File: src/rtl/truth_table_pkg.sv
// Shared types and sizes for the truth-table sequencer: FSM state encoding,
// number of input combinations swept and width of the captured table.
package truth_table_pkg;

  localparam int NUM_COMBOS = 8;
  localparam int RESULT_W   = 16;
  localparam int IDX_W      = 3;

  typedef enum logic [1:0] {
    IDLE  = 2'd0,
    DRIVE = 2'd1,
    DONE  = 2'd2
  } state_t;

endpackage

File: src/rtl/truth_table_sequencer_dwell_timer.sv
// Dwell counter: counts DWELL enabled cycles and raises tick on the last one,
// then restarts from zero so consecutive indices follow with no gap.
module dwell_timer #(
  parameter int DWELL = 4
) (
  input  logic clk,
  input  logic rst,
  input  logic load,
  input  logic en,
  output logic tick
);

  localparam int CNT_W = 8;
  localparam logic [CNT_W-1:0] LAST = CNT_W'(DWELL - 1);

  logic [CNT_W-1:0] cnt_q;

  assign tick = en && (cnt_q == LAST);

  always_ff @(posedge clk) begin
    if (rst) begin
      cnt_q <= '0;
    end else if (load) begin
      cnt_q <= '0;
    end else if (en) begin
      cnt_q <= tick ? '0 : cnt_q + 8'd1;
    end
  end

endmodule

File: src/rtl/truth_table_sequencer.sv
// Drives all eight {a,b,c} combinations into a combinational unit, holding each
// for DWELL cycles, and captures the {x,y} responses into a 16-bit truth table.
module truth_table_sequencer
  import truth_table_pkg::*;
#(
  parameter int DWELL = 4
) (
  input  logic                clk,
  input  logic                rst,
  input  logic                start,
  input  logic                abort,
  output logic                a,
  output logic                b,
  output logic                c,
  input  logic                x,
  input  logic                y,
  output logic                busy,
  output logic                done,
  output logic [RESULT_W-1:0] result
);

  state_t               state_q;
  state_t               state_d;
  logic [IDX_W-1:0]     idx_q;
  logic [RESULT_W-1:0]  result_q;
  logic                 tick;
  logic                 accept;
  logic                 sample;
  logic                 last_idx;
  logic                 drive_en;

  assign accept   = (state_q == IDLE) && start && !abort;
  assign drive_en = (state_q == DRIVE);
  assign sample   = drive_en && !abort && tick;
  assign last_idx = (idx_q == IDX_W'(NUM_COMBOS - 1));
  assign result   = result_q;

  dwell_timer #(
    .DWELL (DWELL)
  ) u_dwell_timer (
    .clk  (clk),
    .rst  (rst),
    .load (accept),
    .en   (drive_en),
    .tick (tick)
  );

  always_ff @(posedge clk) begin
    if (rst) begin
      state_q <= IDLE;
    end else begin
      state_q <= state_d;
    end
  end

  always_comb begin
    state_d = state_q;
    case (state_q)
      IDLE:    if (accept) state_d = DRIVE;
      DRIVE: begin
        if (abort) begin
          state_d = IDLE;
        end else if (tick && last_idx) begin
          state_d = DONE;
        end
      end
      DONE:    state_d = IDLE;
      default: state_d = IDLE;
    endcase
  end

  // Outputs decode registered state and index only, so stimulus is glitch-free.
  always_comb begin
    {a, b, c} = 3'b000;
    busy      = 1'b0;
    done      = 1'b0;
    case (state_q)
      DRIVE: begin
        {a, b, c} = idx_q;
        busy      = 1'b1;
      end
      DONE:    done = 1'b1;
      default: ;
    endcase
  end

  always_ff @(posedge clk) begin
    if (rst) begin
      idx_q    <= '0;
      result_q <= '0;
    end else if (accept) begin
      idx_q    <= '0;
      result_q <= '0;
    end else if (sample) begin
      result_q[{idx_q, 1'b1}] <= x;
      result_q[{idx_q, 1'b0}] <= y;
      if (!last_idx) begin
        idx_q <= idx_q + 3'd1;
      end
    end else if ((state_q == DONE) || (drive_en && abort)) begin
      idx_q <= '0;
    end
  end

endmodule

File: config.mk
export PLATFORM = sky130hd
export DESIGN_NAME = truth_table_sequencer
export DESIGN_NICKNAME = d
export VERILOG_FILES = /design/src/rtl/truth_table_pkg.sv /design/src/rtl/truth_table_sequencer_dwell_timer.sv /design/src/rtl/truth_table_sequencer.sv
export SDC_FILE = /design/constraint.sdc
export NUM_CORES = 1
export LEC_CHECK = 0
export ABC_AREA = 1
export BUFFER_PORTS_ARGS = -buffer_cell sky130_fd_sc_hd__buf_2
export CORE_AREA = 10 10 75 77
export DETAILED_ROUTE_END_ITERATION = 8
export DIE_AREA = 0 0 85 87
export PLACE_DENSITY_LB_ADDON = 0.2
export SLEW_MARGIN = 15
export SYNTH_ARGS = -nofsm -noshare
export SYNTH_HDL_FRONTEND = slang
export SYNTH_SLANG_ARGS = --single-unit
File: constraint.sdc
create_clock -name clk -period 3 [get_ports clk]
set_clock_uncertainty 0.15 [all_clocks]
set_input_delay 0.6 -clock clk [delete_from_list [all_inputs] [get_ports clk]]
set_output_delay 0.6 -clock clk [all_outputs]
set_load 0.05 [all_outputs]
==> flow_metrics.py <==
metrics = {
    "power": {
        "netSwitchingFraction": 0.2381,
        "fin_total_pwr_w": 0.0007339,
        "seq_power_share": 0.529,
        "peakVddDrop_v": 0.0001855,
        "leakagePower_nw": 0.7138,
        "p_comb_frac": 0.052,
        "p_int_w": 0.0005592,
        "power_density_nw_per_um2": 440.7,
        "power.share.clock": 0.419,
        "switching_power_w": 0.0001747,
    },
    "setup_path": {
        "crit_fanout": 15,
        "critPathMaxStageDelay_ns": 0.36,
        "worstSetupPathType": "flip-flop to output port",
        "reg2reg_to": "result[15]$_SDFFE_PP0P_",
        "slowest_stage": "inv_2",
        "r2r_slack_ns": 1.12,
        "endpoint_kind": "output port",
        "path_cells": "nand2_1 -> inv_2 -> buf_2",
        "timing.rr.start": "state_q[0]$_SDFFE_PP0P_",
        "critPathRequiredTime_ns": 2.25,
        "start_kind": "flip-flop",
        "r2r_cells": 6,
        "cp.arrival_ns": 1.61,
    },
    "layout": {
        "syn2layout_area_growth_pct": 16.55,
        "multi_input_area_sq_um": 726.9,
        "final_common_cell": "nand2_1",
        "fillers": 464,
        "final-seq-area_sq_um": 580.6,
        "final_cell_mix": "40 x nand2_1, 29 x dfxtp_1, 26 x nor2_1, 26 x nand3_1, 26 x buf_2",
        "antenna_cells": 0,
        "nets": 238,
        "postLayoutCoreUtil": 0.3933,
        "drive_gt1_frac": 0.1870,
    },
    "place": {
        "portBuffers": 26,
        "gp_congestion": 0.8158,
        "post-dp-hpwl_mm": 2.667,
    },
    "clock_network": {
        "htreeDepth": 2,
        "clock_latency_ns": 0.28,
        "ctsHoldBuffers": 0,
        "clock_tree.buffer_depth": 2,
        "cts_tree": "done",
        "cts-root-buf": "clkbuf_8",
        "cts.clk_slew.worst_paths_ns": 0.06,
        "numCtsBuffers": 5,
        "cts_resized": 0,
        "clock_sinks": 29,
        "cts_setup_buffers": 0,
    },
    "synthesis": {
        "syn-cell-area_sq_um": 1429,
        "synth_adder_area_share": 0.02627,
        "yosysSeqAreaShare": 0.4063,
        "synth_top_family_by_area": "simple AND/OR/NAND/NOR gates",
        "synth-compound-area-share": 0.1007,
        "synthSimpleGateAreaFrac": 0.3818,
        "synthXorXnorAreaFrac": 0,
        "synth_mux_area_frac": 0,
        "synth_cell_type_count": 24,
        "yosysWarnings": 0,
        "ys_seq_elements": 29,
        "yosysTopAreaCellShare": 0.4063,
        "syn_avg_cell_area_sq_um": 7.039,
        "yosysTopAreaCell": "dfxtp_1",
        "synth_nets": 212,
        "synthCells": 203,
        "synth.area.top_cells": "dfxtp_1 41%, nand2_1 11%, nand3_1 9.1%",
    },
    "timing": {
        "fin_crit_sh": 0.7881,
        "hold_viol_final": 0,
        "finalSetupViolations": 0,
        "rsz0062_at_grt": "no",
        "fmax_ghz": 0.4230,
        "min_period_ns": 2.364,
        "worst_slew_pin_slew_ns": 0.4491,
        "slew_headroom": 0.6999,
        "report.final.slew_viol_count": 0,
        "holdWs_ns": 0.3106,
        "fin_tns_setup_ns": 0,
    },
    "detailed_routing": {
        "drt_iter0_drc": 75,
        "ant_nets": 0,
        "wl_per_cell_um": 12.55,
        "wirelength_mm": 3.539,
        "drt-pass1-iter-count": 4,
        "vias": 1375,
        "avgViaCountPerCell": 4.876,
        "drc_errors": 0,
    },
    "min_path": {
        "hold_path_startpoint": "result[4]$_SDFFE_PP0P_",
        "worst_hold_path.endpoint": "result[4]$_SDFFE_PP0P_",
        "hp-class": "flip-flop to flip-flop",
        "hold_depth": 2,
    },
    "grt": {
        "grt_pass1_vias": 1374,
        "grt-ovfl-total": 0,
        "antenna_found_initial": 0,
        "grt_pass1_wl_mm": 6.354,
        "grt_usage": 0.1026,
        "grt_max_degree": 17,
    },
    "floorplanning": {
        "dieArea_sq_um": 7395,
        "start_util": 0.3375,
        "core_sq_um": 4234,
        "die_h_um": 87,
        "rows": 24,
        "die_w_um": 85,
        "io_pins": 27,
    },
    "job": {
        "cap_viol_max_count": 0,
    },
    "status": {
        "status": "completed",
    },
}
critical path, delay by kind of cell, from the launching register on:
family	cells	cell delay, ns
simple gates	1	0.28
flops	1	0.35
buf+inv	2	0.69
how the worst max path moves through the flow:
stage	start	end	slack, ns	depth (start not counted)
floorplan	state_q[1]$_SDFFE_PP0P_	a	1.0	4
global placement	state_q[1]$_SDFFE_PP0P_	busy	0.99	4
detailed placement	state_q[0]$_SDFFE_PP0P_	busy	0.94	3
CTS	state_q[0]$_SDFFE_PP0P_	busy	0.63	3
global route	state_q[0]$_SDFFE_PP0P_	busy	0.53	3
finish	state_q[0]$_SDFFE_PP0P_	busy	0.64	3
through the flow:
stage | cell area, sq um | setup slack [ns] | instances
6_report | 1665 | 0.6357 | 282
5_1_grt | 1665 | 0.5256 | 282
4_1_cts | 1665 | 0.6308 | 282
3_5_place_dp | 1585 | 0.9396 | 274
3_3_place_gp | 1585 | 0.9917 | 274
2_1_floorplan | 1429 | 0.9977 | 203
power by group through the flow:
| stage | logic [W] | clock network (W) | registers [W] |
|---|---|---|---|
| global placement | 0.0000380 | 0 | 0.000397 |
| CTS | 0.0000384 | 0.000319 | 0.000388 |
| finish | 0.0000383 | 0.000307 | 0.000388 |
| detailed placement | 0.0000382 | 0 | 0.000397 |
| global route | 0.0000423 | 0.000340 | 0.000388 |
| floorplan | 0.0000282 | 0 | 0.000396 |
cells by family after synthesis:
logic type      after synthesis
flops                        29
buf+inv                      28
fa+ha+maj                     3
compound gates               28
simple gates                115
cell type report:
cell class              instances  area share
clock buffers                   8     0.04808
well taps                      52     0.03907
multi-input cells             146      0.4365
flip-flops and latches         29      0.3486
inverters                      20     0.04508
repair buffers                 27     0.08264
synthesized netlist by cell type, drive strengths merged:
master  count
dfxtp      29
nand4      13
nand2      42
nand3      27
buf         5
clkbuf      3
a31oi       1
o21bai      1
a21oi      23
ha          3
o21ai       3
nor3        3
nor4        1
nor2       29
inv        20
per-layer routing:
metal,share of wire,track usage,vias up
met3,0.064,0.04869,2
li1,-,-,730
met5,0,0,-
met4,0.0048,0.03144,0
met2,0.45,0.1546,26
met1,0.48,0.1259,617
sequential cells by signal, indices dropped and copies added, names as in the netlist:
| name | cells |
|---|---|
| state_q | 2 |
| result | 16 |
| idx_q | 3 |
| u_dwell_timer.cnt_q | 8 |
(Power assumes the default switching activity.)
